--- config.mk ---
export PLATFORM = sky130hd
export DESIGN_NAME = branch_predictor
export DESIGN_NICKNAME = d
export VERILOG_FILES = /design/src/rtl/branch_predictor_pkg.sv /design/src/rtl/bp_sat_counter.sv /design/src/rtl/branch_predictor.sv
export SDC_FILE = /design/constraint.sdc
export NUM_CORES = 2
export LEC_CHECK = 0
export ABC_CLOCK_PERIOD_IN_PS = 7880
export CAP_MARGIN = 10
export CORE_UTILIZATION = 60
export CTS_CLUSTER_DIAMETER = 100
export DETAILED_ROUTE_END_ITERATION = 10
export PLACE_DENSITY = 0.77
export SYNTH_ARGS = -nofsm -noshare
export SYNTH_HDL_FRONTEND = slang
export SYNTH_SLANG_ARGS = --single-unit
--- constraint.sdc ---
create_clock -name clk -period 7.88 [get_ports clk]
set_input_delay 1.97 -clock clk [delete_from_list [all_inputs] [get_ports clk]]
set_output_delay 1.97 -clock clk [all_outputs]
set_load 0.05 [all_outputs]
--- src/rtl/branch_predictor_pkg.sv ---
`default_nettype none
// ---------------------------------------------------------------------------
// branch_predictor_pkg : counter encodings and default geometry for the BTB.
// Rev 1.0
// ---------------------------------------------------------------------------
package branch_predictor_pkg;

  localparam int BP_PC_WIDTH   = 32;
  localparam int BP_ENTRIES    = 64;
  localparam int BP_TAG_WIDTH  = 10;
  localparam int BP_GHR_WIDTH  = 6;

  // pc[1:0] never reach the index; the index starts at bit 2.
  localparam int BP_IDX_LSB    = 2;

  typedef logic [1:0] cnt_t;

  localparam cnt_t CNT_SNT = 2'b00;
  localparam cnt_t CNT_WNT = 2'b01;
  localparam cnt_t CNT_WT  = 2'b10;
  localparam cnt_t CNT_ST  = 2'b11;

  function automatic int idx_width(input int entries);
    return $clog2(entries);
  endfunction

endpackage
`default_nettype wire

--- src/rtl/bp_sat_counter.sv ---
`default_nettype none
// ---------------------------------------------------------------------------
// bp_sat_counter : 2-bit saturating counter next-state with inc/dec/force.
// Rev 1.0
// ---------------------------------------------------------------------------
module bp_sat_counter
  import branch_predictor_pkg::*;
(
  input  cnt_t cnt,
  input  logic inc,
  input  logic dec,
  input  logic force_en,
  input  cnt_t force_val,
  output cnt_t next
);

  always_comb begin
    next = cnt;
    if (force_en) begin
      next = force_val;
    end else if (inc && (cnt != CNT_ST)) begin
      next = cnt + 2'd1;
    end else if (dec && (cnt != CNT_SNT)) begin
      next = cnt - 2'd1;
    end
  end

endmodule
`default_nettype wire

--- src/rtl/branch_predictor.sv ---
`default_nettype none
// ---------------------------------------------------------------------------
// branch_predictor : direct-mapped BTB + 2-bit counters, lookup in IF, train
// from MEM. Optional gshare counter indexing under BP_GSHARE_EN.
// Rev 1.0
// ---------------------------------------------------------------------------
module branch_predictor
  import branch_predictor_pkg::*;
#(
  parameter int PC_WIDTH  = BP_PC_WIDTH,
  parameter int ENTRIES   = BP_ENTRIES,
  parameter int TAG_WIDTH = BP_TAG_WIDTH,
  parameter int GHR_WIDTH = BP_GHR_WIDTH
) (
  input  logic                clk,
  input  logic                rst,
  input  logic [PC_WIDTH-1:0] if_pc,
  output logic                if_pred_taken,
  output logic [PC_WIDTH-1:0] if_pred_target,
  input  logic                mem_valid,
  input  logic                mem_is_jump,
  input  logic [PC_WIDTH-1:0] mem_pc,
  input  logic                mem_taken,
  input  logic [PC_WIDTH-1:0] mem_target,
  input  logic                mem_pred_taken,
  input  logic [PC_WIDTH-1:0] mem_pred_target,
  output logic                mispredict,
  output logic [PC_WIDTH-1:0] redirect_pc
);

  localparam int IDX_W   = idx_width(ENTRIES);
  localparam int IDX_MSB = BP_IDX_LSB + IDX_W - 1;
  localparam int TAG_LSB = IDX_MSB + 1;
  localparam int TAG_MSB = TAG_LSB + TAG_WIDTH - 1;

  logic                valid_q  [ENTRIES];
  logic [TAG_WIDTH-1:0] tag_q   [ENTRIES];
  logic [PC_WIDTH-1:0] target_q [ENTRIES];
  cnt_t                cnt_q    [ENTRIES];

  logic [IDX_W-1:0]     if_idx, mem_idx, if_cidx, mem_cidx;
  logic [TAG_WIDTH-1:0] if_tag, mem_tag;
  logic                 if_hit, mem_hit, mem_alloc;
  cnt_t                 cnt_next;
  logic                 unused_pc;

  assign if_idx  = if_pc[IDX_MSB:BP_IDX_LSB];
  assign if_tag  = if_pc[TAG_MSB:TAG_LSB];
  assign mem_idx = mem_pc[IDX_MSB:BP_IDX_LSB];
  assign mem_tag = mem_pc[TAG_MSB:TAG_LSB];

  assign unused_pc = ^{if_pc, mem_pc};

`ifdef BP_GSHARE_EN
  logic [GHR_WIDTH-1:0] ghr_q;

  // History advances only at resolution, so IF sees the committed history.
  always_ff @(posedge clk) begin
    if (rst) begin
      ghr_q <= '0;
    end else if (mem_valid && !mem_is_jump) begin
      ghr_q <= {ghr_q[GHR_WIDTH-2:0], mem_taken};
    end
  end

  assign if_cidx  = if_idx  ^ IDX_W'(ghr_q);
  assign mem_cidx = mem_idx ^ IDX_W'(ghr_q);
`else
  logic [GHR_WIDTH-1:0] unused_ghr;
  assign unused_ghr = '0;
  assign if_cidx    = if_idx;
  assign mem_cidx   = mem_idx;
`endif

  // Lookup reads the registered tables, which gives read-old on collisions.
  assign if_hit         = valid_q[if_idx] && (tag_q[if_idx] == if_tag);
  assign if_pred_taken  = !rst && if_hit && cnt_q[if_cidx][1];
  assign if_pred_target = if_pred_taken ? target_q[if_idx] : if_pc + PC_WIDTH'(4);

  assign mem_hit   = valid_q[mem_idx] && (tag_q[mem_idx] == mem_tag);
  assign mem_alloc = mem_taken || mem_hit || mem_is_jump;

  bp_sat_counter u_sat_counter (
    .cnt       (cnt_q[mem_cidx]),
    .inc       (mem_hit && mem_taken),
    .dec       (mem_hit && !mem_taken),
    .force_en  (mem_is_jump || !mem_hit),
    .force_val (mem_is_jump ? CNT_ST : (mem_taken ? CNT_WT : CNT_WNT)),
    .next      (cnt_next)
  );

  always_ff @(posedge clk) begin
    if (rst) begin
      for (int i = 0; i < ENTRIES; i++) begin
        valid_q[i] <= 1'b0;
        cnt_q[i]   <= CNT_WNT;
      end
    end else if (mem_valid) begin
      cnt_q[mem_cidx] <= cnt_next;
      if (mem_alloc) begin
        valid_q[mem_idx] <= 1'b1;
        tag_q[mem_idx]   <= mem_tag;
      end
    end
  end

  always_ff @(posedge clk) begin
    if (!rst && mem_valid && mem_taken) begin
      target_q[mem_idx] <= mem_target;
    end
  end

  assign mispredict  = !rst && mem_valid &&
                       ((mem_taken != mem_pred_taken) ||
                        (mem_taken && (mem_target != mem_pred_target)));
  assign redirect_pc = !mem_valid ? '0 :
                       (mem_taken ? mem_target : mem_pc + PC_WIDTH'(4));

endmodule
`default_nettype wire

==> run metrics <==
status finished with violations; failing checks setup timing; fin. max-slew vios 0; final instance area 137800 µm²; die width 449.6 µm; Hold Path Class reg -> reg; maximum fanout along the worst path 32; Yosys reg bits 2880; # IOs 200; Placed Cells 8687; LEAKAGE 43.96 nW; Reg-to-Reg Start tag_q[5][8]; clock transition at the registers of the reported paths 0.06 ns; HPWL Detailed 232100 µm; DRT antenna net count 0; crit-path leading delay family multiplexers; Tmin final 7.901 ns; Min-Delay Path Depth 1; PnR worst setup slack -0.02147 ns; drt initial violations 12240; Max Clock Skew 0.09250 ns; Post-synth EDFFs 2816; worst reg2reg path depth 11; number of post-CTS setup repair buffers 0; gpl congestion 0.9756; Fmax 126.6 MHz; Final Hold Fails 0; crit-path max cell delay 0.52 ns; total gr overflow 0; clock root cell clkbuf_16; largest net degree at the start of global routing 149; core area 198200 µm²; CTS Hold Buffers Added 0; commonest cells after routing, fill and taps aside 2816 x edfxtp_1, 975 x mux4_2, 313 x buf_4; worst slew pin tran 1.279 ns; port bufs 199; combinational share of power 7.3%; Max Cap Viol 0; worst-path cell chain buf_8 -> buf_12 -> mux4_2 -> mux4_2 -> mux2i_2 -> buf_4 -> xnor2_1 -> nor2_1 -> a31oi_1 -> nor4b_1 -> nand4_1 -> buf_12 -> mux2_1 -> buf_12; power share of the sequential group 50.8%; PD cells 241.7 nW/µm²; wire per inst 43.57 µm; type of origin of the critical path input pin; first-pass GRT wire length 542800 µm; post-DR vias/cell 7.589; DIE HEIGHT 449.6 µm; mean area per synthesized cell 20.55 µm²; # setup viols final 7; yosys warns 0; sequential share of the synthesized area 71.40%; Layout fillers 11608; DRT Wirelength 402300 µm; Worst R2R Setup Slack 3.47 ns; Max VDD drop 0.2253 mV; worst path buffer plus inverter count 5; CP Depth 14; Sw Pwr 7.496 mW; initial core utilization 60.65%; Critical path origin if_pc[2]; Post-Syn Area 120200 µm²; Area growth, synth to finish 14.63%; critical path class in -> out; Internal 25.81 mW; clock latency on the worst-skew pair 0.95 ns; Syn Nets 5988; Crit-path slowest cell mux4_2; CTS tree built; FP Rows 163; most common flop cell mapped by yosys edfxtp_1; Die ar. 202200 µm²; clock share of power 42.0%; post-synth cell types 93; Total GRT Usage 39.09%; Worst Path Arrival 5.93 ns; Post-Layout Cell Count 9233; Max H-tree Level 5; Syn Inst Count 5850; vias in the first global route 69057; CTS Buf Count 301; Max clock buf depth 4; residual DRC count 0; sw frac 22.51%; # clock sinks 2880; fin crit share 100.3%; CP endpoint if_pred_target[16]; most common cell after layout, fill and taps aside edfxtp_1; Async S/R FF share, synth 0%; Cell Area, Placed 128400 µm²; worst flop-to-flop path endpoint cnt_q[20][0]; Critical Path Most Common Cell buf_12; CP Capture Type output pin; slew margin rel. 13.50%; Nets 6488; RSZ-0062 raised after global routing false; total iterations of the first detailed-routing run 6; vias 70068; Placement Setup Slack -0.2877 ns; initial antenna violation count 23; WP data required 5.91 ns; layout cells sized above 1 31.14%
-- power groups by stage --
stage	combinational [mW]	sequential [mW]	clock (mW)
2_1_floorplan	1.24	17.2	0
3_3_place_gp	2.28	17.2	0
3_5_place_dp	2.32	17.2	0
4_1_cts	2.36	16.9	13.9
5_1_grt	2.44	16.9	14.5
6_report	2.42	16.9	14.0
-- Yosys cell counts (6+ instances only) --
cell type	count	area share [%]
a2111oi_0	7	0.051
a211oi_1	18	0.11
a21oi_1	54	0.22
a221oi_1	30	0.22
a22o_1	13	0.095
a22oi_1	46	0.29
a31oi_1	6	0.031
a32oi_1	7	0.051
and2_1	34	0.18
and3_1	21	0.11
buf_1	39	0.12
buf_2	130	0.54
buf_4	22	0.14
buf_6	28	0.26
clkbuf_1	166	0.52
clkbuf_8	12	0.14
dfxtp_1	64	1.1
edfxtp_1	2816	70
inv_1	13	0.041
mux2_1	8	0.075
mux2_2	51	0.48
mux2i_1	131	1.1
mux4_2	975	18
nand2_1	288	0.90
nand2b_1	10	0.052
nand3_1	66	0.27
nand4_1	20	0.10
nor2_1	242	0.76
nor2b_1	16	0.083
nor3_1	21	0.087
nor4_1	10	0.052
o211a_1	9	0.075
o211ai_1	13	0.081
o21ai_0	81	0.34
o221ai_1	8	0.058
o22ai_1	33	0.17
o2bb2ai_1	64	0.47
or4_1	67	0.42
xnor2_1	56	0.41
xor2_1	50	0.36
-- worst min path at each step --
stage / from / to
after CTS: valid_q[2] / valid_q[2]
after global placement: valid_q[26] / valid_q[26]
final: valid_q[18] / valid_q[18]
after global routing: valid_q[15] / valid_q[15]
after detailed placement: valid_q[18] / valid_q[18]
after floorplan: valid_q[35] / valid_q[35]
-- routing by layer --
| layer | up-vias | global-route usage, % | wire length [µm] |
|---|---|---|---|
| met5 | - | 0 | 49 |
| met4 | 8 | 32.93 | 42770 |
| met3 | 1626 | 8.462 | 48990 |
| met2 | 6925 | 60.27 | 187900 |
| met1 | 35774 | 47.67 | 122500 |
| li1 | 25735 | - | - |
-- flip-flops by register name, summed over array words and instances (netlist names) --
signal	flops
cnt_q	128
tag_q	640
target_q	2048
valid_q	64
-- cell type report --
class	instances	area, µm²	area share (%)
diodes	30	75.07	0.05448
inverters	15	71.32	0.05175
flip-flops and latches	2880	85840	62.29
repair buffers	599	6449	4.680
clock buffers	388	8069	5.855
well taps	2640	3303	2.397
clock inverters	128	1274	0.9243
multi-input cells	2553	32720	23.75
-- worst register-to-register path: cells and delay by family, from the launching register on --
family	cells	cell delay [ns]
simple gates	4	1.31
compound gates	5	1.56
buf+inv	1	0.27
flops	1	0.39
mux	1	0.57
-- per-stage QoR --
step	hold slack [ns]	utilization [%]	setup TNS (ns)	total power, mW
after floorplan	0.4465	-	0	18.45
after global placement	0.4635	64.75	-0.8853	19.50
after detailed placement	0.4696	64.75	-0.4469	19.54
after CTS	0.4845	69.48	0	33.19
after global routing	0.4969	69.50	0	33.85
final	0.4870	69.52	-0.07137	33.30
-- logic make-up (layout without fill, tap and decap cells) --
logic type,after synthesis,count (layout),share of synthesized area (%)
DFF,2880,2880,71.40
AOI/OAI and AO/OA,434,434,2.620
and+or+nand+nor,841,841,3.370
xor gates and xnor gates,106,106,0.7722
muxes,1168,1168,19.97
other,0,30,0
adders and majority gates,4,4,0.04163
buffers and inverters,417,1130,1.822
-- timing repair --
| item | 4_1_cts | 5_1_grt |
|---|---|---|
| endpoints found under the setup margin | 8 | 9 |
| gates resized for setup | 5 | 1 |
| pin swaps | 0 | 2 |
No activity file was read; power rests on OpenSTA's default activity.
